--- src/rtl/barcode_symbol_decoder.sv ---
// Barcode front end: samples the scanner line, measures run lengths, calibrates
// the narrow width from the start bar and decodes a 5-bit item code.
module barcode_symbol_decoder #(
  parameter int CW    = 8,
  parameter int QUIET = 16,
  parameter int MINU  = 2
) (
  input  logic       clock,
  input  logic       reset,
  input  logic       bar_in,
  output logic [4:0] item_code,
  output logic       item_valid,
  output logic       scan_error,
  output logic       busy
);

  localparam int PW = CW + 3;
  localparam logic [CW-1:0] CMAX = '1;
  localparam logic [CW-1:0] QLIM = CW'(QUIET);
  localparam logic [CW-1:0] MINL = CW'(MINU);

  localparam logic [2:0] IDLE  = 3'd0;
  localparam logic [2:0] ARMED = 3'd1;
  localparam logic [2:0] CAL   = 3'd2;
  localparam logic [2:0] SPACE = 3'd3;
  localparam logic [2:0] DATA  = 3'd4;
  localparam logic [2:0] STOP  = 3'd5;
  localparam logic [2:0] TRAIL = 3'd6;

  logic          bar_q;
  logic [CW-1:0] cnt_q, cnt_d;
  logic [2:0]    state_q, state_d;
  logic [CW-1:0] n_q, n_d;
  logic [4:0]    shift_q, shift_d;
  logic [2:0]    done_q, done_d;
  logic [4:0]    code_q, code_d;
  logic          valid_q, valid_d;
  logic          err_q, err_d;

  logic          trans, bar_end, space_end, in_sym, sat, fail;
  logic [PW-1:0] w_x, n_x, two_w, three_n, four_n;
  logic          is_narrow, is_wide;

  // A transition is seen one edge early: cnt_q still holds the finished run.
  assign trans     = (bar_in != bar_q);
  assign bar_end   = trans &&  bar_q;
  assign space_end = trans && !bar_q;
  assign in_sym    = (state_q >= CAL);

  always_comb begin
    if (trans)              cnt_d = CW'(1);
    else if (cnt_q == CMAX) cnt_d = CMAX;
    else                    cnt_d = cnt_q + CW'(1);
  end

  assign sat = in_sym && !trans && (cnt_d == CMAX) && (cnt_q != CMAX);

  // Width classes against the calibrated unit, widened so nothing overflows.
  assign w_x       = PW'(cnt_q);
  assign n_x       = PW'(n_q);
  assign two_w     = w_x << 1;
  assign three_n   = n_x + (n_x << 1);
  assign four_n    = n_x << 2;
  assign is_narrow = (two_w <= three_n);
  assign is_wide   = !is_narrow && (w_x <= four_n);

  always_comb begin
    state_d = state_q;
    n_d     = n_q;
    shift_d = shift_q;
    done_d  = done_q;
    code_d  = code_q;
    valid_d = 1'b0;
    err_d   = 1'b0;
    fail    = 1'b0;
    case (state_q)
      IDLE: begin
        if (!bar_q && !trans && cnt_d >= QLIM) state_d = ARMED;
      end
      ARMED: begin
        if (trans && bar_in) state_d = CAL;
      end
      CAL: begin
        if (bar_end) begin
          if (cnt_q >= MINL && cnt_q != CMAX) begin
            n_d     = cnt_q;
            done_d  = 3'd0;
            shift_d = 5'd0;
            state_d = SPACE;
          end else begin
            fail = 1'b1;
          end
        end
      end
      SPACE: begin
        if (space_end) begin
          if (!is_narrow)           fail = 1'b1;
          else if (done_q == 3'd5)  state_d = STOP;
          else                      state_d = DATA;
        end
      end
      DATA: begin
        if (bar_end) begin
          if (is_narrow || is_wide) begin
            shift_d = {shift_q[3:0], is_wide};
            done_d  = done_q + 3'd1;
            state_d = SPACE;
          end else begin
            fail = 1'b1;
          end
        end
      end
      STOP: begin
        if (bar_end) begin
          if (is_narrow) state_d = TRAIL;
          else           fail = 1'b1;
        end
      end
      TRAIL: begin
        if (trans) begin
          fail = 1'b1;
        end else if (cnt_d == QLIM) begin
          valid_d = 1'b1;
          code_d  = shift_q;
          state_d = ARMED;
        end
      end
      default: state_d = IDLE;
    endcase
    if (sat) fail = 1'b1;
    // Any malformed symbol demands a fresh quiet zone.
    if (fail) begin
      err_d   = 1'b1;
      valid_d = 1'b0;
      code_d  = code_q;
      shift_d = 5'd0;
      done_d  = 3'd0;
      state_d = IDLE;
    end
  end

  always_ff @(posedge clock) begin
    if (reset) begin
      bar_q   <= 1'b0;
      cnt_q   <= '0;
      state_q <= IDLE;
      n_q     <= '0;
      shift_q <= 5'd0;
      done_q  <= 3'd0;
      code_q  <= 5'd0;
      valid_q <= 1'b0;
      err_q   <= 1'b0;
    end else begin
      bar_q   <= bar_in;
      cnt_q   <= cnt_d;
      state_q <= state_d;
      n_q     <= n_d;
      shift_q <= shift_d;
      done_q  <= done_d;
      code_q  <= code_d;
      valid_q <= valid_d;
      err_q   <= err_d;
    end
  end

  assign item_code  = code_q;
  assign item_valid = valid_q;
  assign scan_error = err_q;
  assign busy       = in_sym;

endmodule

--- config.mk ---
export PLATFORM = sky130hd
export DESIGN_NAME = barcode_symbol_decoder
export DESIGN_NICKNAME = d
export VERILOG_FILES = /design/src/rtl/barcode_symbol_decoder.sv
export SDC_FILE = /design/constraint.sdc
export NUM_CORES = 1
export LEC_CHECK = 0
export ABC_AREA = 1
export CORE_ASPECT_RATIO = 0.5
export CORE_UTILIZATION = 45
export DETAILED_ROUTE_END_ITERATION = 12
export GPL_TIMING_DRIVEN = 0
export RECOVER_POWER = 100
export SLEW_MARGIN = 20
export SYNTH_ARGS = -nofsm -noshare
export SYNTH_HDL_FRONTEND = slang
export SYNTH_SLANG_ARGS = --single-unit
--- constraint.sdc ---
create_clock -name clock -period 3.4 [get_ports clock]
set_input_delay 0.68 -clock clock [delete_from_list [all_inputs] [get_ports clock]]
set_output_delay 0.68 -clock clock [all_outputs]
set_load 0.02 [all_outputs]
# After elaboration in Yosys (flattened, before gate mapping)
# Index checks and enable logic that the tools add are counted.
dict set report totals {
  out_inout_bits 8
  regBits 35
  in_bits 3
}
dict set report classes {
  n_eq_ne 24
  n_lt_le_gt_ge 5
  n_bitwise 3
  n_reduce_logical 22
  muxes 38
  n_addsub 3
}
# cell count
set op_table {}
lappend op_table {{2-to-1 mux 3 bit} 16}
lappend op_table {{!= test 2 bit (second input constant)} 12}
lappend op_table {{one-hot mux 3 bit (7 select lines)} 1}
lappend op_table {{2-to-1 mux 5 bit} 4}
lappend op_table {{== test 8 bit (second input constant)} 2}
lappend op_table {{2-to-1 mux 8 bit} 2}
lappend op_table {{== test 3 bit (second input constant)} 4}
lappend op_table {{2-to-1 mux 1 bit} 12}
lappend op_table {{AND reduction 12 bit} 1}
lappend op_table {{adder 8 x 9 -> 10 bit} 1}
lappend op_table {{less-or-equal comparator 8 x 10 -> 1 bit} 1}
lappend op_table {{less-or-equal comparator 9 x 10 -> 1 bit} 1}
lappend op_table {{logical AND 1 bit} 10}
lappend op_table {{one-hot mux 5 bit (2 select lines)} 1}
lappend op_table {{adder 8 x 1 -> 8 bit (second input constant)} 1}
lappend op_table {{== test 8 x 5 -> 1 bit (second input constant)} 1}
lappend op_table {{greater-or-equal comparator 8 x 2 -> 1 bit (second input constant)} 1}
lappend op_table {{greater-or-equal comparator 8 x 5 -> 1 bit (second input constant)} 1}
lappend op_table {{!= test 8 bit (second input constant)} 1}
lappend op_table {{== test 3 x 2 -> 1 bit (second input constant)} 2}
lappend op_table {{one-hot mux 3 bit (2 select lines)} 1}
lappend op_table {{one-hot mux 1 bit (5 select lines)} 1}
lappend op_table {{AND reduction 5 bit} 1}
lappend op_table {{AND reduction 4 bit} 1}
lappend op_table {{other kinds (12)} 16}

# Logic depth before layout (Yosys ltp)
# Gate-level depths: netlist of the first run.
dict set report logic_depth {
  ltp_word 11
  mapped_depth 21
  mapped_depth_nobuf 21
}

# Worst setup path before layout of the first run
# OpenSTA, ideal clock, no wires.
dict set report synth_path {
  path_kind {register to register}
  start {register, netlist name n_q[2]}
  end {register n_q[5]}
  slack_ns 0.468
  path_stages_with_launch 22
  path_buffers 1
  setup_ns 0.132
  required_ns 3.268
  t_arrival_ns 2.800
  path_cell_list {dfxtp_1 ha_1 a21oi_1 nand2_1 nand2_1 nand2_1 a21oi_1 o21bai_1 a21oi_1 xor2_1 ha_1 inv_1 nor3_1 nand3_1 nand2_1 a21oi_2 nand4_1 nand2_4 inv_4 buf_6 nand3_1 a21oi_1}
}
# element line
set synth_rtl {}
lappend synth_rtl {{to (signal assigned)} 157} ;# n_q <= n_d;
lappend synth_rtl {{to (decl)} 33} ;# logic [CW-1:0] n_q, n_d;

==> impl_metrics.json, run 1 <==
{
  "syn_area_per_cell_sq_um": 6.824,
  "cts_tree": "built",
  "die_h_um": 55.47,
  "hold_viol_final": 0,
  "nets": 435,
  "fill_cells": 539,
  "fin_cells": 475,
  "worst_setup_path_start_kind": "flop",
  "cts-root-buf": "clkbuf_16",
  "synth_top_family_by_area": "simple AND/OR/NAND/NOR gates",
  "grt_pass1_vias": 2224,
  "ios": 11,
  "crit_path_end_kind": "flop",
  "die_width_um": 108.9,
  "syn-cell-area_sq_um": 2572,
  "drtIter0Drc": 93,
  "cts_max_level": 2,
  "ff_latch_area_sq_um": 708.2,
  "gp_congestion": 0.8481,
  "synth_cell_types": 34,
  "finalCritPeriodShare": 0.9359,
  "synth-seq-cells": 35,
  "multiInputGateArea_sq_um": 1667,
  "clock_latency_ns": 0.28,
  "clkTransAtPathRegs_ns": 0.06,
  "layout-drive-gt1-share": 0.1542,
  "drt-total-wl_mm": 6.420,
  "ant_nets": 0,
  "clk_path_buf_depth": 2,
  "syn2layout_area_growth_pct": 19.16,
  "synth-seq-area-share": 0.2724,
  "dp_cells": 459,
  "post-route-util": 0.5582,
  "hpwl_mm": 4.494,
  "num_rows": 19,
  "m1WireLength_mm": 3.295,
  "cts_buffers": 5,
  "holdBufCountCts": 0,
  "synthesis.nets": 411,
  "irDropWorstVdd_v": 0.0002207,
  "n_antenna_cell": 0,
  "final_area_sq_um": 3065,
  "postSynthCellCount": 377,
  "viasPerCell": 5.078,
  "pwr_density_cell_nw_per_um2": 333.4,
  "grt_max_degree": 12,
  "yosysWarnings": 0,
  "synthAdderAreaFrac": 0.1537,
  "placed_area_sq_um": 2754,
  "synth_mux_area_frac": 0,
  "grt-ovfl-total": 0,
  "p_leak_uw": 0.001477,
  "hold_class": "reg -> reg",
  "initial_core_util": 0.4684,
  "port_buffers": 9,
  "met3_length_um": 317,
  "crit_arrival_ns": 3.32,
  "synth-simple-area-share": 0.3419,
  "antenna_found_initial": 0,
  "vias": 2412,
  "drtPass1Iterations": 4,
  "status": "finished, final reports clean",
  "crit_type": "reg -> reg",
  "relSlewSlack": 0.6617,
  "synth_compound_area_frac": 0.08998,
  "tightest_slew_ns": 0.5075,
  "path_max_fanout": 10,
  "drv_slew": 0,
  "wl_per_cell_um": 13.52,
  "cts_sinks": 35,
  "max_freq_mhz": 314.3,
  "clock_skew_ns": 0.005534,
  "fin_crit_ns": 3.182,
  "wl_met2_mm": 2.746,
  "required_ns": 3.54,
  "die-area_sq_um": 6042,
  "grt_pass1_wl_mm": 10.59,
  "drc": 0,
  "setup_viol": 0,
  "yosys.area_share.xor_xnor": 0.03064,
  "grtUsageTotal": 0.2234,
  "drv_cap": 0,
  "design.core.area_sq_um": 5492,
  "routed.top_layer": "met4"
}
==> final timing paths <==
kind,from,endpoint,slack [ns],cells after the start
hold reg to reg,shift_q[4],shift_q[4],0.47,2
setup / recovery,n_q[2],n_q[5],0.22,21
hold / removal,shift_q[4],shift_q[4],0.47,2
setup reg to reg,n_q[2],n_q[5],0.22,21
==> synthesized netlist by cell type (all sizes together) <==
| master | count | area, sq um |
|---|---|---|
| o21bai | 2 | 15.01 |
| fa | 1 | 20.02 |
| buf | 7 | 57.55 |
| nor3 | 7 | 40.04 |
| xnor2 | 4 | 35.03 |
| a31oi | 2 | 12.51 |
| a21oi | 30 | 157.7 |
| clkinv | 2 | 12.51 |
| nand2 | 93 | 369.1 |
| nand3 | 37 | 195.2 |
| xor2 | 5 | 43.79 |
| inv | 55 | 209.0 |
| clkbuf | 2 | 7.510 |
| nor4 | 2 | 12.51 |
| ha | 30 | 375.4 |
| dfxtp | 35 | 700.7 |
| o211ai | 1 | 7.510 |
| nor2 | 44 | 187.7 |
| nand4 | 11 | 75.07 |
| o21ai | 7 | 38.79 |
==> state kept, by name (all words and copies together), names as in the netlist <==
name        cells
bar_q           1
cnt_q           8
done_q          3
item_code       5
item_valid      1
n_q             8
scan_error      1
shift_q         5
state_q         3
==> metrics by stage <==
step           hold WS (ns)  setup TNS (ns)  worst slack (ns)  power [uW]
3_5_place_dp         0.4562         -0.2242          -0.03622       483.3
6_report             0.4669               0            0.2180        1022
4_1_cts              0.4698               0          0.009896        1027
2_1_floorplan        0.4408               0            0.4679       467.0
5_1_grt              0.4864        -0.01261         -0.009251        1060
3_3_place_gp         0.4574         -0.3269          -0.03121       483.0
==> worst max-delay path, stage by stage (launching register included) <==
cell      delay, ns
dfxtp_4        0.39
ha_4           0.23
a21oi_1        0.14
nand2_1        0.08
nand2_1        0.07
nand2_2        0.07
a21oi_2        0.16
o21bai_1       0.09
a21oi_1        0.18
xor2_1         0.18
ha_1           0.27
inv_1          0.08
nor3_2         0.05
nand3_2        0.10
nand2_2        0.08
a21oi_4        0.19
nand4_1        0.17
nand2_4        0.16
inv_4          0.07
buf_6          0.15
nand3_1        0.07
a21oi_1        0.07
==> power by group <==
part / total, uW / switching (uW) / leakage, uW / internal (uW)
clock: 543 / 178 / 0.0000868 / 365
combinational: 62.8 / 42.6 / 0.00110 / 20.2
sequential: 416 / 4.04 / 0.000285 / 412
total: 1020 / 225 / 0.00148 / 797
==> routing by layer <==
metal | track usage | vias to the layer above
met1 | 0.3307 | 1094
met2 | 0.3351 | 54
met3 | 0.04486 | 6
met5 | 0 | -
li1 | - | 1258
met4 | 0.04054 | 0
==> layout make-up <==
type                    instances  share of cell area
multi-input cells             276              0.5437
well taps                      73             0.02980
inverters                      57             0.07224
repair buffers                 17             0.04898
clock inverters                 2             0.01143
clock buffers                   6             0.04531
flip-flops and latches         35              0.2310
plain buffers                   9             0.01755
==> cell families after synthesis <==
| kind of cell | after synthesis |
|---|---|
| AO/OA/AOI/OAI | 42 |
| XOR/XNOR | 9 |
| adder cells (fa/ha/maj) | 31 |
| buffers and inverters | 66 |
| flip-flops | 35 |
| AND/OR/NAND/NOR | 194 |
==> layout by cell type (no fill, tap or decap), types with 2 or more instances in the layout <==
cell / Yosys / final
a21oi_1: 28 / 20
o21bai_1: 2 / 2
nand4_1: 10 / 11
inv_2: 2 / 2
xnor2_1: 4 / 4
ha_1: 30 / 29
dfxtp_2: 0 / 3
o21ai_0: 6 / 7
nor3_2: 1 / 2
nand3_2: 2 / 5
a21oi_2: 2 / 9
nand2_4: 2 / 3
nand2_1: 89 / 85
nand2_2: 2 / 5
dfxtp_1: 35 / 31
nand3_1: 35 / 32
buf_6: 4 / 2
nor2_2: 6 / 5
inv_1: 52 / 52
nor2_1: 37 / 38
clkbuf_16: 0 / 5
clkbuf_1: 2 / 4
buf_4: 0 / 8
dlygate4sd3_1: 0 / 9
nor4_1: 2 / 2
nor3_1: 6 / 5
xor2_1: 5 / 5
==> repair_timing <==
item,CTS,global route
resized for setup,3,27
cloned,0,1
endpoints found under the setup margin,18,21
pin swaps,0,14
buffers inserted,0,7
Note: power is estimated with default switching activity, not from simulation.
==> run 2, diff against run 1 <==
--- a/config.mk
+++ b/config.mk
@@ -7,7 +7,8 @@
 export LEC_CHECK = 0
 export ABC_AREA = 1
 export CORE_ASPECT_RATIO = 0.5
-export CORE_UTILIZATION = 45
+export CORE_UTILIZATION = 29
+export CTS_BUF_LIST = sky130_fd_sc_hd__clkbuf_8
 export DETAILED_ROUTE_END_ITERATION = 12
 export GPL_TIMING_DRIVEN = 0
 export RECOVER_POWER = 100
==> run 2 against run 1 <==
Against the previous run: clock skew is 0.0052 ns higher; core utilization is 19 points lower; non-clock buffer count is 2 lower; highest routed layer unchanged; critical endpoint is now n_q[2]; largest cell class unchanged.
==> impl_metrics.json, run 2 (same netlist as run 1, synthesis figures left out) <==
{
  "setup_viol": 0,
  "r2r_end": "n_q[2]",
  "syn2layout_area_growth_pct": 17.61,
  "cts_max_level": 2,
  "hold_class": "reg -> reg",
  "clock_skew_ns": 0.01073,
  "combPwrFrac": 0.071,
  "hpwl_mm": 4.439,
  "p_switching_uw": 215.1,
  "irDropWorstVdd_v": 0.0001973,
  "clkPwrFrac": 0.462,
  "cts_tree": "built",
  "wl_per_cell_um": 11.69,
  "grt_pass1_wl_mm": 9.577,
  "die_h_um": 68.60,
  "die_width_um": 135.2,
  "num_rows": 23,
  "reg.largest.list": "cnt_q x8, n_q x8",
  "worst_hold_slack_ns": 0.4807,
  "r2r_cells": 21,
  "drv_slew": 0,
  "mostFrequentLayoutCells": "86 x nand2_1, 52 x inv_1, 37 x nor2_1",
  "path_max_fanout": 10,
  "port_buffers": 9,
  "r2r-start": "n_q[1]",
  "routed.top_layer": "met4",
  "cts_sinks": 35,
  "grtUsageTotal": 0.1318,
  "required_ns": 3.55,
  "final_common_cell": "nand2_1",
  "p_leak_uw": 0.001434,
  "viasPerCell": 4.600,
  "cts-root-buf": "clkbuf_8",
  "dpl_worst_slack_ns": -0.02605,
  "antenna_found_initial": 0,
  "clk_path_buf_depth": 2,
  "n_antenna_cell": 0,
  "ios": 11,
  "crit_type": "reg -> reg",
  "hold_start": "shift_q[3]",
  "clkTransAtPathRegs_ns": 0.08,
  "cts_buffers": 5,
  "design.core.area_sq_um": 8288,
  "setup_tns_ns": 0,
  "met3_length_um": 246,
  "nets": 433,
  "grt-ovfl-total": 0,
  "r2r_slack_ns": 0.20,
  "crit_path_end_kind": "flop",
  "holdBufCountCts": 0,
  "wl_met2_mm": 2.594,
  "initial_core_util": 0.3104,
  "die-area_sq_um": 9274,
  "crit_arrival_ns": 3.35,
  "hold-path-cell-count": 2,
  "drv_cap": 0,
  "hold_viol_final": 0,
  "drtIter0Drc": 83,
  "grt_pass1_vias": 2065,
  "gp_congestion": 0.8194,
  "tightest_slew_ns": 0.5333,
  "internal_power_uw": 675.3,
  "fin_total_pwr_uw": 890.5,
  "fill_cells": 909,
  "layout-drive-gt1-share": 0.1400,
  "m1WireLength_mm": 3.089,
  "status": "finished, final reports clean",
  "drtPass1Iterations": 4,
  "worst_setup_path_start_kind": "flop",
  "clock_latency_ns": 0.29,
  "seqPwrFrac": 0.467,
  "hold_end": "shift_q[3]",
  "worst_slack_ns": 0.2008,
  "max_freq_mhz": 312.6,
  "fin_crit_ns": 3.199,
  "finalCritPeriodShare": 0.9410,
  "drt-total-wl_mm": 5.985,
  "ant_nets": 0,
  "pwr_density_cell_nw_per_um2": 294.3,
  "drc": 0,
  "relSlewSlack": 0.6445,
  "dp_cells": 498,
  "grt_max_degree": 13,
  "swShare": 0.2416,
  "fin_cells": 512,
  "vias": 2355
}
## run 2: area by class of cell
class | instances | area, sq um | area share
multi-input combinational | 276 | 1644 | 0.5434
sequential | 35 | 705.7 | 0.2333
inverter | 57 | 221.5 | 0.07320
tap | 112 | 140.1 | 0.04632
timing repair buffer | 15 | 135.1 | 0.04467
clock buffer | 6 | 82.58 | 0.02730
buffer | 9 | 57.56 | 0.01902
clock inverter | 2 | 38.79 | 0.01282
## run 2: how the worst max path moves through the flow
| stage | slack, ns | depth (start not counted) | start | to |
|---|---|---|---|---|
| after floorplan | 0.47 | 21 | n_q[2] | n_q[5] |
| after global placement | -0.05 | 21 | n_q[2] | done_q[2] |
| after detailed placement | -0.03 | 21 | n_q[2] | done_q[0] |
| after CTS | 0.03 | 21 | n_q[2] | done_q[0] |
| after global routing | -0.05 | 21 | n_q[1] | done_q[0] |
| final | 0.20 | 21 | n_q[1] | n_q[2] |
## run 2: timing repair
action                                 4_1_cts  5_1_grt
pin swaps                                    0       11
gates resized for setup                      3       20
endpoints found under the hold margin        0        0
buffers inserted                             0        5
setup endpoints to repair                   17       21
cloned                                       0        1
## run 2: worst max-delay path: stages, from the launching register on
cell and delay, ns:
dfxtp_2 0.37, ha_1 0.31, nand3_1 0.10, nand2_2 0.07, nand2_1 0.06, nand2_1 0.08
a21oi_2 0.18, o21bai_1 0.08, a21oi_1 0.17, xor2_1 0.19, ha_1 0.27, inv_1 0.08
nor3_2 0.05, nand3_2 0.09, nand2_2 0.07, a21oi_4 0.17, nand4_1 0.13, nand2_2 0.19
inv_4 0.09, buf_6 0.15, nand3_1 0.07, a21oi_1 0.07
## run 2: power by group through the flow
stage | Combinational [uW] | Clock, uW | Sequential [uW]
global placement | 58.9 | 0 | 426
CTS | 59.8 | 420 | 416
global route | 70.3 | 434 | 417
floorplan | 42.4 | 0 | 425
finish | 63.1 | 412 | 416
detailed placement | 58.1 | 0 | 425
## run 2: metal layers
| layer | up-vias | track usage |
|---|---|---|
| met5 | - | 0 |
| met4 | 0 | 0.03792 |
| met1 | 1050 | 0.1705 |
| li1 | 1264 | - |
| met3 | 5 | 0.02339 |
| met2 | 36 | 0.2282 |
## run 2: per-stage QoR
stage | instance area [sq um] | utilization
finish | 3025 | 0.3650
global route | 3025 | 0.3650
CTS | 2937 | 0.3543
detailed placement | 2803 | 0.3382
global placement | 2803 | 0.3382
floorplan | 2572 | -
